## config.mk

```make
export PLATFORM = sky130hd
export DESIGN_NAME = pc_unit_v2
export DESIGN_NICKNAME = d
export VERILOG_FILES = /design/src/rtl/pc_unit_v2.sv
export SDC_FILE = /design/constraint.sdc
export NUM_CORES = 1
export LEC_CHECK = 0
export BUFFER_PORTS_ARGS = -buffer_cell sky130_fd_sc_hd__buf_2
export CAP_MARGIN = 20
export CELL_PAD_IN_SITES_DETAIL_PLACEMENT = 1
export CELL_PAD_IN_SITES_GLOBAL_PLACEMENT = 2
export CORE_MARGIN = 2
export CORE_UTILIZATION = 25
export DETAILED_ROUTE_END_ITERATION = 6
export PLACE_DENSITY_LB_ADDON = 0.1
export SKIP_LAST_GASP = 1
export SYNTH_ARGS = -nofsm -noshare
export SYNTH_HDL_FRONTEND = slang
export SYNTH_SLANG_ARGS = --single-unit
```

## constraint.sdc

```tcl
create_clock -name clk -period 2.26 [get_ports clk]
set_input_delay 0 -clock clk [delete_from_list [all_inputs] [get_ports clk]]
set_output_delay 0 -clock clk [all_outputs]
set_load 0.05 [all_outputs]
```

## src/rtl/pc_unit_v2.sv

```systemverilog
// pc_unit_v2 -- fetch-stage program counter.
//
// Holds the architectural fetch PC and offers it to instruction memory with a
// valid/ready handshake. It applies execute redirects (branch, JAL, JALR) and
// trap-logic redirects (trap entry, MRET), and refuses misaligned execute
// targets. A BOOT/RUN/HALTED controller handles debug halt and resume.
//
// Ports:
//   clk, rst            core clock, asynchronous active-high reset
//   pc_valid/pc_ready   fetch request handshake (pc_valid only in RUN)
//   stall               blocks only the sequential advance
//   taken_br, is_jal, br_tgt_pc     branch / JAL redirect
//   is_jalr, jalr_tgt_pc            JALR redirect (bit 0 cleared here)
//   trap_req, trap_vec              trap entry redirect
//   mret, mepc                      trap return redirect
//   halt_req, resume                debug halt control
//   pc                  registered fetch PC
//   redirect_flush      combinational, a redirect is taken at the next edge
//   misalign_exc        registered one-cycle pulse on a rejected target
//   misalign_addr       last rejected target
//   halted              controller is in HALTED
module pc_unit_v2 #(
    parameter int unsigned     XLEN         = 32,
    parameter logic [XLEN-1:0] RESET_VECTOR = '0,
    parameter int unsigned     IALIGN       = 32,
    parameter int unsigned     INSN_BYTES   = 4
) (
    input  logic            clk,
    input  logic            rst,
    output logic            pc_valid,
    input  logic            pc_ready,
    input  logic            stall,
    input  logic            taken_br,
    input  logic            is_jal,
    input  logic            is_jalr,
    input  logic [XLEN-1:0] br_tgt_pc,
    input  logic [XLEN-1:0] jalr_tgt_pc,
    input  logic            trap_req,
    input  logic [XLEN-1:0] trap_vec,
    input  logic            mret,
    input  logic [XLEN-1:0] mepc,
    input  logic            halt_req,
    input  logic            resume,
    output logic [XLEN-1:0] pc,
    output logic            redirect_flush,
    output logic            misalign_exc,
    output logic [XLEN-1:0] misalign_addr,
    output logic            halted
);

    typedef enum logic [1:0] {
        S_BOOT   = 2'd0,
        S_RUN    = 2'd1,
        S_HALTED = 2'd2
    } state_t;

    // Low target bits that must be zero: [0] for 16-bit alignment, [1:0] otherwise.
    localparam logic [XLEN-1:0] ALIGN_MASK = (IALIGN == 16) ? XLEN'(1) : XLEN'(3);
    localparam logic [XLEN-1:0] PC_INC     = XLEN'(INSN_BYTES);

    state_t          r_state;
    state_t          w_state_nxt;
    logic [XLEN-1:0] r_pc;
    logic [XLEN-1:0] w_pc_nxt;
    logic            r_misalign_exc;
    logic [XLEN-1:0] r_misalign_addr;

    logic            w_run;
    logic            w_exe_redirect;
    logic [XLEN-1:0] w_exe_tgt;
    logic            w_exe_bad;
    logic            w_seq_adv;
    logic            w_flush;
    logic            w_misalign;

    assign w_run          = (r_state == S_RUN);
    assign w_exe_redirect = taken_br | is_jal | is_jalr;
    // Branch/JAL outrank JALR when execute raises both.
    assign w_exe_tgt      = (taken_br | is_jal) ? br_tgt_pc
                                                : {jalr_tgt_pc[XLEN-1:1], 1'b0};
    assign w_exe_bad      = |(w_exe_tgt & ALIGN_MASK);
    assign w_seq_adv      = w_run & pc_ready & ~stall;

    always_comb begin
        w_state_nxt = r_state;
        w_pc_nxt    = r_pc;
        w_flush     = 1'b0;
        w_misalign  = 1'b0;
        case (r_state)
            S_BOOT: w_state_nxt = S_RUN;
            S_RUN: begin
                // A redirect in the halting cycle still lands; pc shows it while halted.
                if (halt_req)
                    w_state_nxt = S_HALTED;
                if (trap_req) begin
                    w_flush  = 1'b1;
                    w_pc_nxt = trap_vec;
                end else if (mret) begin
                    w_flush  = 1'b1;
                    w_pc_nxt = mepc;
                end else if (w_exe_redirect) begin
                    // A misaligned target still flushes, but the PC holds.
                    w_flush = 1'b1;
                    if (w_exe_bad)
                        w_misalign = 1'b1;
                    else
                        w_pc_nxt = w_exe_tgt;
                end else if (w_seq_adv) begin
                    w_pc_nxt = r_pc + PC_INC;
                end
            end
            S_HALTED: begin
                if (resume)
                    w_state_nxt = S_RUN;
            end
            default: w_state_nxt = S_BOOT;
        endcase
    end

    always_ff @(posedge clk or posedge rst) begin
        if (rst) begin
            r_state         <= S_BOOT;
            r_pc            <= RESET_VECTOR;
            r_misalign_exc  <= 1'b0;
            r_misalign_addr <= '0;
        end else begin
            r_state        <= w_state_nxt;
            r_pc           <= w_pc_nxt;
            r_misalign_exc <= w_misalign;
            if (w_misalign)
                r_misalign_addr <= w_exe_tgt;
        end
    end

    assign pc             = r_pc;
    assign pc_valid       = w_run;
    assign redirect_flush = w_flush;
    assign misalign_exc   = r_misalign_exc;
    assign misalign_addr  = r_misalign_addr;
    assign halted         = (r_state == S_HALTED);

endmodule

```

==> flow_summary.json <==
{
  "outcome": "finished, final reports clean",
  "via_per_inst": 5.21,
  "switching_share_pct": 53.4,
  "yosys.cell_count.top_type": "nand2_1",
  "min_path_type": "in2reg",
  "regArea_um2": 1680,
  "syn-cell-area_um2": 4580,
  "ir_drop_mv": 0.541,
  "grt_pass1_vias": 6077,
  "end_kind": "flip-flop",
  "cts.path.max_buffers": 2,
  "yosys.area.top_type": "dfrtp_1",
  "clock_latency_ns": 0.34,
  "rsz0062_at_grt": "yes",
  "finalCritPeriodShare_pct": 96.0,
  "holdWs_ns": 0.00821,
  "seq_power_share_pct": 25.4,
  "startpoint_type": "flip-flop",
  "io_buffers": 205,
  "drtIter0Drc": 274,
  "initial_core_util_pct": 25.5,
  "wl_per_cell_um": 20.2,
  "crit_chain": "nand2b_1, inv_1, and2_2, buf_8, nor2_1, a31oi_1, dlygate4sd3_1",
  "place_ws_ns": 0.163,
  "avgSynthCellArea_um2": 7.67,
  "met1_usage_pct": 31.9,
  "crit_fanout": 37,
  "overflow": 0,
  "cts_max_level": 3,
  "synthCells": 597,
  "clkTransAtPathRegs_ns": 0.06,
  "synth_commonest_cells": "104 x nand2_1, 67 x dfrtp_1, 54 x nor2_1, 44 x a21oi_1, 44 x a31oi_1",
  "antenna_found_initial": 0,
  "drive_above_1_share_pct": 31.3,
  "fmax_ghz": 0.461,
  "fillers": 2225,
  "final-hold-violation-count": 0,
  "cp_slowest_cell": "dlygate4sd3_1",
  "drcViolationCount": 0,
  "finalCriticalPeriod_ns": 2.17,
  "critPathKind": "reg2reg",
  "syn-num-nets": 737,
  "critPathRequiredTime_ns": 2.54,
  "die_y_um": 139,
  "setup-violations-final": 0,
  "ys_seq_area_share_pct": 36.6,
  "fin_nets": 1023,
  "tightest_slew_ns": 0.683,
  "dp_hpwl_um": 17100,
  "track_usage_pct": 22.8,
  "use_met2_pct": 36.6,
  "dpl_cell_area_um2": 6040,
  "async_reset_ff_share_pct": 100,
  "grt_use_met3_pct": 3.03,
  "synth_top_area_share_pct": 36.6,
  "max-slew-margin-rel_pct": 54.5,
  "die_w_um": 139,
  "n_antenna_cell": 0,
  "power.total_mw": 9.24,
  "powerDensity_nw_per_um2": 1300,
  "rows": 49,
  "vias": 5819,
  "cts_tree": "yes",
  "cap_violations": 0,
  "postCtsSetupRepairBufs": 0,
  "final_cell_area_um2": 7130,
  "clock-skew-final_ns": 0.00794,
  "synth_edf_count": 0,
  "grt_max_degree": 68,
  "place.gp.congestion": 0.861,
  "ys_top_cells_by_area": "dfrtp_1 37%, nand2_1 8.5%, a31oi_1 6.0%, a21oi_1 4.8%, nor2_1 4.4%",
  "syn_to_final_growth_pct": 55.6,
  "core-area_um2": 18000,
  "dieArea_um2": 19400,
  "p_comb_share_pct": 59.7,
  "ios": 207,
  "ys_warn_count": 0,
  "cts-root-buf": "clkbuf_16",
  "drt-pass1-iter-count": 4,
  "clkSinkCount": 67,
  "ant_nets": 0,
  "drv_slew": 0,
  "setup_ws_ns": 0.0904,
  "power_frac_clock_pct": 14.9,
  "busiest_layer": "met2",
  "arrival_ns": 2.44,
  "routed_wl_um": 22500,
  "p_sw_mw": 4.93,
  "p_leak_nw": 3.15,
  "ys_types": 60,
  "synth_ff_type": "dfrtp_1",
  "grt_pass1_wl_um": 34500,
  "cts-buffers-inserted": 9,
  "internal_power_mw": 4.31,
  "synth-seq-cells": 67,
  "cp_slowest_stage_delay_ns": 0.58,
  "multi_input_area_um2": 2620
}
[what timing repair did]
| action | CTS | global route |
|---|---|---|
| setup endpoints to repair | 0 | 22 |
| hold buffers | 79 | 0 |
| hold endpoints to repair | 118 | 0 |
| resized for setup | 0 | 3 |
[sequential cells by signal (all words and copies together) (netlist names)]
name,flops
pc,32
misalign_addr,32
misalign_exc,1
r_state,2
[cell families (layout without fill, tap and decap cells)]
kind of cell | after synthesis | count (layout) | synth area share (%)
AO/OA/AOI/OAI | 205 | 205 | 29.6
XOR/XNOR | 2 | 2 | 0.382
adder cells (fa/ha/maj) | 1 | 1 | 0.273
buffers and inverters | 70 | 361 | 6.34
flip-flops | 67 | 67 | 36.6
multiplexers | 6 | 6 | 1.37
AND/OR/NAND/NOR | 246 | 246 | 25.4
[worst max-delay path: cells and delay by family, from the launching register on]
kind | cells | cell delay (ns)
and+or+nand+nor | 3 | 0.51
AOI/OAI and AO/OA | 1 | 0.15
DFF | 1 | 0.40
buffers and inverters | 3 | 1.00
[power groups by stage]
stage                     Sequential [mW]  Clock, mW  Combinational, mW
final                                2.34       1.38               5.51
after global routing                 2.45       1.46               5.88
after CTS                            2.35       1.41               5.53
after detailed placement             2.36          0               5.09
after global placement               2.31          0               5.03
after floorplan                      4.30          0               1.59
[cell usage in the layout, fill, tap and decap left out, types with 9 or more instances in the layout]
cell / count
nand3_1: 17
nor2_1: 53
nor3_1: 9
buf_4: 38
a31oi_1: 44
buf_2: 205
inv_1: 14
a21oi_1: 44
dlygate4sd3_1: 79
nand2_1: 104
clkbuf_16: 9
dfrtp_1: 65
o21ai_0: 30
o22ai_1: 11
o311ai_0: 12
[path summary, 6_finish.rpt]
check	from	to	slack, ns	cells past startpoint
setup reg to reg	r_state[1]	misalign_addr[18]	0.09	7
min in group asynchronous	rst	misalign_addr[31]	0.27	4
hold / removal	mepc[10]	pc[10]	0.008	3
setup / recovery	r_state[1]	misalign_addr[18]	0.09	7
max in group asynchronous	rst	pc[2]	1.60	4
hold reg to reg	misalign_addr[2]	misalign_addr[2]	0.53	2
[layer usage]
layer	vias up	wire length, µm	part of all wire, %
li1	2780	-	-
met1	2839	10700	48
met2	168	10400	46
met3	32	905	4.0
met4	0	544	2.4
met5	-	0	0
[final cells by class]
| cell class | instances | share of cell area, % |
|---|---|---|
| well taps | 229 | 4.02 |
| flip-flops and latches | 67 | 23.6 |
| clock buffers | 12 | 3.60 |
| inverters | 18 | 0.948 |
| multi-input cells | 460 | 36.8 |
| repair buffers | 327 | 30.7 |
| clock inverters | 4 | 0.351 |
[through the flow]
| step | util (%) | cells | setup TNS [ns] |
|---|---|---|---|
| global placement | 33.6 | 1022 | 0 |
| floorplan | - | 597 | 0 |
| finish | 39.7 | 1117 | 0 |
| global route | 39.7 | 1117 | -0.0453 |
| detailed placement | 33.6 | 1022 | 0 |
| CTS | 39.6 | 1117 | 0 |
(Power assumes the default switching activity.)
